--- config.mk ---
export PLATFORM = sky130hd
export DESIGN_NAME = bus_master_flat
export DESIGN_NICKNAME = d
export VERILOG_FILES = /design/src/rtl/bus_master_pkg.sv /design/src/rtl/bus_master_if.sv /design/src/rtl/bus_master.sv /design/src/flat_wrapper.sv
export SDC_FILE = /design/constraint.sdc
export NUM_CORES = 1
export LEC_CHECK = 0
export CAP_MARGIN = 20
export CELL_PAD_IN_SITES_DETAIL_PLACEMENT = 0
export CELL_PAD_IN_SITES_GLOBAL_PLACEMENT = 2
export CORE_MARGIN = 2
export CORE_UTILIZATION = 21
export CTS_CLUSTER_DIAMETER = 200
export DETAILED_ROUTE_END_ITERATION = 8
export PLACE_DENSITY = 0.92
export SLEW_MARGIN = 20
export SYNTH_ARGS = -nofsm -noshare
export SYNTH_HDL_FRONTEND = slang
export SYNTH_SLANG_ARGS = --single-unit
--- constraint.sdc ---
create_clock -name bus_clk -period 3.25 [get_ports bus_clk]
set_input_delay 0.4875 -clock bus_clk [delete_from_list [all_inputs] [get_ports bus_clk]]
set_output_delay 0.4875 -clock bus_clk [all_outputs]
set_load 0.02 [all_outputs]
--- src/rtl/bus_master_pkg.sv ---
// Shared register-bus definitions: bundle widths, field indices and the
// response codes used by bus initiators.
package bus_master_pkg;

  localparam int BUS_ADDR_WIDTH = 16;
  localparam int BUS_DATA_WIDTH = 32;

  // bus_in (initiator -> responders), named from the responder side
  localparam int BUS_FIELD_RE      = 0;
  localparam int BUS_FIELD_WE      = 1;
  localparam int BUS_WR_DATA_START = 2;
  localparam int BUS_WR_DATA_END   = BUS_WR_DATA_START + BUS_DATA_WIDTH - 1;
  localparam int BUS_ADDR_START    = BUS_WR_DATA_END + 1;
  localparam int BUS_ADDR_END      = BUS_ADDR_START + BUS_ADDR_WIDTH - 1;
  localparam int BUS_FIELD_RESET_L = BUS_ADDR_END + 1;
  localparam int BUS_FIELD_CLK     = BUS_FIELD_RESET_L + 1;
  localparam int BUS_IN_WIDTH      = BUS_FIELD_CLK + 1;

  // bus_out (OR of all responder bundles)
  localparam int BUS_RD_DATA_START = 0;
  localparam int BUS_RD_DATA_END   = BUS_RD_DATA_START + BUS_DATA_WIDTH - 1;
  localparam int BUS_FIELD_RD_ACK  = BUS_RD_DATA_END + 1;
  localparam int BUS_FIELD_WR_ACK  = BUS_FIELD_RD_ACK + 1;
  localparam int BUS_FIELD_IRQ     = BUS_FIELD_WR_ACK + 1;
  localparam int BUS_OUT_WIDTH     = BUS_FIELD_IRQ + 1;

  // Response codes carried on rsp_err
  localparam logic RSP_OK      = 1'b0;
  localparam logic RSP_TIMEOUT = 1'b1;

  typedef struct packed {
    logic [BUS_DATA_WIDTH-1:0] rd_data;
    logic                      err;
  } bm_rsp_t;

endpackage

--- src/rtl/bus_master_if.sv ---
// Command/response streams plus the shared register-bus bundle.
interface bus_master_if;
  import bus_master_pkg::*;

  logic                      req_valid;
  logic                      req_ready;
  logic                      req_write;
  logic [BUS_ADDR_WIDTH-1:0] req_addr;
  logic [BUS_DATA_WIDTH-1:0] req_wr_data;

  logic                      rsp_valid;
  logic                      rsp_ready;
  logic [BUS_DATA_WIDTH-1:0] rsp_rd_data;
  logic                      rsp_err;

  logic [BUS_IN_WIDTH-1:0]   bus_in;
  logic [BUS_OUT_WIDTH-1:0]  bus_out;
  logic                      bus_irq;

  modport master (
    input  req_valid, req_write, req_addr, req_wr_data, rsp_ready, bus_out,
    output req_ready, rsp_valid, rsp_rd_data, rsp_err, bus_in, bus_irq
  );

  modport slave (
    output req_valid, req_write, req_addr, req_wr_data, rsp_ready, bus_out,
    input  req_ready, rsp_valid, rsp_rd_data, rsp_err, bus_in, bus_irq
  );

endinterface

--- src/rtl/bus_master.sv ---
// Single-outstanding register-bus initiator.
// Optional strobe timeout/abort enabled by defining BUS_MASTER_TIMEOUT_EN;
// without it STROBE waits for the matching ack indefinitely and rsp_err is 0.
//
// state  | meaning
// IDLE   | req_ready high, waiting for a command
// STROBE | bus_re or bus_we high, waiting for the matching ack (or timeout)
// RESP   | rsp_valid high, fields held until rsp_ready
module bus_master
  import bus_master_pkg::*;
#(
  parameter int unsigned TIMEOUT_CYCLES = 256,
  parameter int unsigned TIMEOUT_WIDTH  = 16
) (
  input logic          bus_clk,
  input logic          bus_reset,
  bus_master_if.master bif
);

  localparam logic [1:0] S_IDLE   = 2'd0;
  localparam logic [1:0] S_STROBE = 2'd1;
  localparam logic [1:0] S_RESP   = 2'd2;

  if ((TIMEOUT_CYCLES < 1) || (TIMEOUT_CYCLES > (32'd1 << TIMEOUT_WIDTH))) begin : g_bad_timeout_cfg
    $error("bus_master: TIMEOUT_CYCLES does not fit TIMEOUT_WIDTH");
  end

  logic [1:0]                state_q, state_d;
  logic                      write_q, write_d;
  logic [BUS_ADDR_WIDTH-1:0] addr_q, addr_d;
  logic [BUS_DATA_WIDTH-1:0] wr_data_q, wr_data_d;
  bm_rsp_t                   rsp_q, rsp_d;
  logic                      irq_q;

  logic ack;
  logic timeout;
  logic bus_re, bus_we;

  // Only the ack matching the current strobe type counts
  assign ack = write_q ? bif.bus_out[BUS_FIELD_WR_ACK] : bif.bus_out[BUS_FIELD_RD_ACK];

`ifdef BUS_MASTER_TIMEOUT_EN
  logic [TIMEOUT_WIDTH-1:0] tmo_cnt_q, tmo_cnt_d;

  assign timeout = (state_q == S_STROBE) && !ack &&
                   (tmo_cnt_q == TIMEOUT_WIDTH'(TIMEOUT_CYCLES - 1));

  // Count unacked strobe cycles; zero whenever outside STROBE so entry starts at 0
  always_comb begin
    tmo_cnt_d = tmo_cnt_q;
    if (state_q != S_STROBE) tmo_cnt_d = '0;
    else if (!ack && !timeout) tmo_cnt_d = tmo_cnt_q + TIMEOUT_WIDTH'(1);
  end

  // Timeout counter register
  always_ff @(posedge bus_clk) begin
    if (bus_reset) tmo_cnt_q <= '0;
    else           tmo_cnt_q <= tmo_cnt_d;
  end
`else
  assign timeout = 1'b0;
`endif

  // State register
  always_ff @(posedge bus_clk) begin
    if (bus_reset) state_q <= S_IDLE;
    else           state_q <= state_d;
  end

  // Next-state logic
  always_comb begin
    state_d = state_q;
    case (state_q)
      S_IDLE:   if (bif.req_valid)   state_d = S_STROBE;
      S_STROBE: if (ack || timeout)  state_d = S_RESP;
      S_RESP:   if (bif.rsp_ready)   state_d = S_IDLE;
      default:                       state_d = S_IDLE;
    endcase
  end

  // Outputs decoded from state; req_ready is held low while reset is asserted
  always_comb begin
    bif.req_ready = (state_q == S_IDLE) && !bus_reset;
    bif.rsp_valid = (state_q == S_RESP);
    bus_re        = (state_q == S_STROBE) && !write_q;
    bus_we        = (state_q == S_STROBE) &&  write_q;
  end

  // Command capture on accept, response capture on ack/timeout
  always_comb begin
    write_d   = write_q;
    addr_d    = addr_q;
    wr_data_d = wr_data_q;
    rsp_d     = rsp_q;
    if ((state_q == S_IDLE) && bif.req_valid) begin
      write_d   = bif.req_write;
      addr_d    = bif.req_addr;
      wr_data_d = bif.req_wr_data;
    end
    if (state_q == S_STROBE) begin
      if (ack) begin
        rsp_d.rd_data = write_q ? '0 : bif.bus_out[BUS_RD_DATA_END:BUS_RD_DATA_START];
        rsp_d.err     = RSP_OK;
      end else if (timeout) begin
        rsp_d.rd_data = '0;
        rsp_d.err     = RSP_TIMEOUT;
      end
    end
  end

  // Datapath registers; irq is simply re-timed
  always_ff @(posedge bus_clk) begin
    if (bus_reset) begin
      write_q   <= 1'b0;
      addr_q    <= '0;
      wr_data_q <= '0;
      rsp_q     <= '0;
      irq_q     <= 1'b0;
    end else begin
      write_q   <= write_d;
      addr_q    <= addr_d;
      wr_data_q <= wr_data_d;
      rsp_q     <= rsp_d;
      irq_q     <= bif.bus_out[BUS_FIELD_IRQ];
    end
  end

  // Field order must match the BUS_* indices in the package
  assign bif.bus_in      = {bus_clk, ~bus_reset, addr_q, wr_data_q, bus_we, bus_re};
  assign bif.rsp_rd_data = rsp_q.rd_data;
  assign bif.rsp_err     = rsp_q.err;
  assign bif.bus_irq     = irq_q;

endmodule

--- src/flat_wrapper.sv ---
// flat-port wrapper written by rule: the top's interface ports become plain ports
module bus_master_flat import bus_master_pkg::*;
#(
  parameter int unsigned TIMEOUT_CYCLES = 256,
  parameter int unsigned TIMEOUT_WIDTH  = 16
)
  (bus_clk, bus_reset, bif_req_valid, bif_req_write, bif_req_addr, bif_req_wr_data, bif_rsp_ready, bif_bus_out, bif_req_ready, bif_rsp_valid, bif_rsp_rd_data, bif_rsp_err, bif_bus_in, bif_bus_irq);
  bus_master_if bif_i ();
  input logic bus_clk;
  input logic bus_reset;
  input wire logic [$bits(bif_i.req_valid)-1:0] bif_req_valid;
  input wire logic [$bits(bif_i.req_write)-1:0] bif_req_write;
  input wire logic [$bits(bif_i.req_addr)-1:0] bif_req_addr;
  input wire logic [$bits(bif_i.req_wr_data)-1:0] bif_req_wr_data;
  input wire logic [$bits(bif_i.rsp_ready)-1:0] bif_rsp_ready;
  input wire logic [$bits(bif_i.bus_out)-1:0] bif_bus_out;
  output wire logic [$bits(bif_i.req_ready)-1:0] bif_req_ready;
  output wire logic [$bits(bif_i.rsp_valid)-1:0] bif_rsp_valid;
  output wire logic [$bits(bif_i.rsp_rd_data)-1:0] bif_rsp_rd_data;
  output wire logic [$bits(bif_i.rsp_err)-1:0] bif_rsp_err;
  output wire logic [$bits(bif_i.bus_in)-1:0] bif_bus_in;
  output wire logic [$bits(bif_i.bus_irq)-1:0] bif_bus_irq;
  assign bif_i.req_valid = bif_req_valid;
  assign bif_i.req_write = bif_req_write;
  assign bif_i.req_addr = bif_req_addr;
  assign bif_i.req_wr_data = bif_req_wr_data;
  assign bif_i.rsp_ready = bif_rsp_ready;
  assign bif_i.bus_out = bif_bus_out;
  assign bif_req_ready = bif_i.req_ready;
  assign bif_rsp_valid = bif_i.rsp_valid;
  assign bif_rsp_rd_data = bif_i.rsp_rd_data;
  assign bif_rsp_err = bif_i.rsp_err;
  assign bif_bus_in = bif_i.bus_in;
  assign bif_bus_irq = bif_i.bus_irq;
  bus_master #(.TIMEOUT_CYCLES(TIMEOUT_CYCLES), .TIMEOUT_WIDTH(TIMEOUT_WIDTH)) u_core (.bus_clk(bus_clk), .bus_reset(bus_reset), .bif(bif_i));
endmodule
==> key figures <==
Synth
  – Yosys top cell by area: dfxtp_1
  – Yosys cell types: 23
  – Post-Syn Area: between 0.002 and 0.003 sq mm
  – Ranking of synthesized cells by area: dfxtp_1 58%, nand2_1 13%, a22o_1 9.7%
  – Syn Area/Cell: 9.35 sq um
  – #FFs+latches synth: 84
  – Synth Instances: 309
  – Yosys top cell area share: 0.582
  – Synth warn: 0
  – Seq/Total Area, Yosys: 0.582
  – Syn nets: between 300 and 400

Status
  – Status: finished, final reports clean

Timing
  – Min Hold Slack: between 400 and 500 ps
  – RSZ-0062 raised after global routing: false
  – Setup violators final: 0
  – Clk_skew: 3.23 ps
  – Slew Viols, Final: 0
  – TNS Setup: 0 ps
  – Max-slew headroom: 0.314
  – Final hold violation count: 0
  – Least-Margin Pin Slew: 1030 ps

Global routing
  – Gr usage total: 0.123
  – Met3 usage in global routing: 0.0681
  – First-pass GRT wire length: around 14 mm
  – Largest net degree at the start of global routing: 51
  – Grt met2 use: 0.191
  – Vias in the first global route: between 2000 and 3000
  – GR peak layer: met2
  – Grt ovf: 0
  – Met1 Track Usage GR: 0.140
  – Antenna violations before repair: 0

Worst setup path
  – Reg-to-Reg Start: u_core.state_q[0]$_SDFFE_PP0P_
  – Critical Path Start Type: clock port
  – Reg2reg setup slack: 1390 ps
  – Crit path max fanout: 2
  – Reg2reg end: u_core.state_q[0]$_SDFFE_PP0P_
  – FF-to-FF path depth: 3
  – Critical path capture point type: primary output
  – Worst EP required: around 2800 ps
  – Critical path arrival: between 2000 and 2500 ps
  – Setup CP Type: clk2out

Clock tree
  – Worst skew pair latency: 450 ps
  – Clock Pin Slew Worst Setup and Hold Paths: 60 ps
  – CTS tree: done
  – # hold bufs at CTS: 0
  – CTS resizes: 0
  – Post-CTS setup buffers: 0

Min path
  – Hold EP: u_core.addr_q[9]$_SDFFE_PP0P_
  – Hold Crit Class: reg2reg
  – Hold path depth: 2
  – Worst hold path startpoint: u_core.addr_q[9]$_SDFFE_PP0P_

Detailed routing
  – # DRC: 0
  – Avg Vias per Cell: ~4.2
  – Drt wl/cell: 13.5 um
  – Routed WL: 8.87 mm
  – Initial DRC Count: 85
  – Post-DRT Antenna Nets: 0
  – Pre-Repair DR Iteration Count: 4
  – Via count: roughly 2800

Die
  – I/O pin cnt: approximately 180
  – Chip width: 121 um
  – Core area: 0.0133 sq mm
  – Die H: between 100 and 150 um
  – Row cnt: 42
  – Initial Util: 0.216
  – Die area: between 0.01 and 0.015 sq mm

Placed design
  – Placed Area: 0.00473 sq mm
  – Routability Congestion: 0.718
  – Dpl hpwl: 6.18 mm
  – IO buf count: about 170

Final layout
  – Share of layout cells above drive strength 1: 0.0625
  – Most common cell after layout, fill and taps aside: clkdlybuf4s50_1
  – Final core utilization: 0.385
  – N_diodes: 0
  – # nets final: 563
  – Design area: 0.00514 sq mm
  – Most frequent cells in the layout: 173 x clkdlybuf4s50_1, 98 x nand2_1, 84 x dfxtp_1, 49 x a21oi_1, 32 x a22o_1
  – Area delta synth->final: 78.0%

Pwr
  – Power Total: slightly below 3000 uW
  – Leak Pwr: 0.00192 uW
  – Maximum vdd drop: 0.000339 V
  – P per Cell Area: 576 mW/mm^2

Job
  – Max_cap viols: 0
## report_power, final
| group | leakage (uW) | switching, uW | total, uW | internal, uW |
|---|---|---|---|---|
| registers | 0.000687 | 35.5 | 1120 | 1090 |
| clock network | 0.000196 | 459 | 1390 | 929 |
| logic | 0.00103 | 210 | 449 | 239 |
| total | 0.00192 | 705 | 2960 | 2260 |
## synth_stat cells
cell      count
clkbuf_1      9
nor4b_4       1
dfxtp_1      84
and2_1        2
or3b_1        1
nand2b_4      1
buf_6         3
nand2_1      98
nor3b_2       1
buf_2         7
nor2_1        2
inv_1         2
nor3_1        1
nor2b_1       2
a22oi_1       1
and2b_1       1
a22o_1       32
conb_1        1
o21ai_1       1
a21oi_2       1
mux2_4        1
buf_4         8
a21oi_1      49
## flip-flops by register name, indices dropped and copies added, names as in the netlist
register and count:
u_core.bif.bus_irq 1, u_core.addr_q 16, u_core.bif.rsp_rd_data 32, u_core.write_q 1, u_core.wr_data_q 32, u_core.state_q 2
## how the worst max path moves through the flow
stage               startpoint              to  depth (start not counted)  slack (ps)
floorplan              bus_clk  bif_bus_in[51]                          1        1000
global placement       bus_clk  bif_bus_in[51]                          1         630
detailed placement     bus_clk  bif_bus_in[51]                          1         630
CTS                    bus_clk  bif_bus_in[51]                          3         360
global route           bus_clk  bif_bus_in[51]                          3         350
finish                 bus_clk  bif_bus_in[51]                          3         370
## layer usage
metal  vias to the layer above  wire length, um  part of all wire
li1                       1363                -                 -
met1                      1245             3830              0.43
met2                       128             3870              0.44
met3                        14             1010              0.11
met4                         0              166             0.019
met5                         -                0                 0
## layout make-up
cell class | count | area (sq um)
inverters | 2 | 7.51
clock buffers | 14 | 314
well taps | 176 | 220
flip-flops and latches | 84 | 1680
repair buffers | 178 | 1760
multi-input cells | 196 | 1040
fillers | 1355 | 8200
clock inverters | 6 | 113
## worst max-delay path: stages
cell             delay [ps]
clkbuf_16               120
clkbuf_16               130
clkdlybuf4s50_1         520
## cell families (layout without fill, tap and decap cells)
family | Yosys count | count (layout) | synth area share
buffers and inverters | 29 | 200 | 0.0589
other | 1 | 1 | 0.00130
multiplexers | 1 | 1 | 0.00520
flip-flops | 84 | 84 | 0.582
AO/OA/AOI/OAI | 84 | 84 | 0.189
AND/OR/NAND/NOR | 110 | 110 | 0.163
## stage by stage
stage | worst slack, ps | std cells
after floorplan | 1000 | 309
after global placement | 629 | 637
after detailed placement | 629 | 637
after CTS | 362 | 656
after global routing | 351 | 656
final | 366 | 656
No activity file was read; power rests on OpenSTA's default activity.
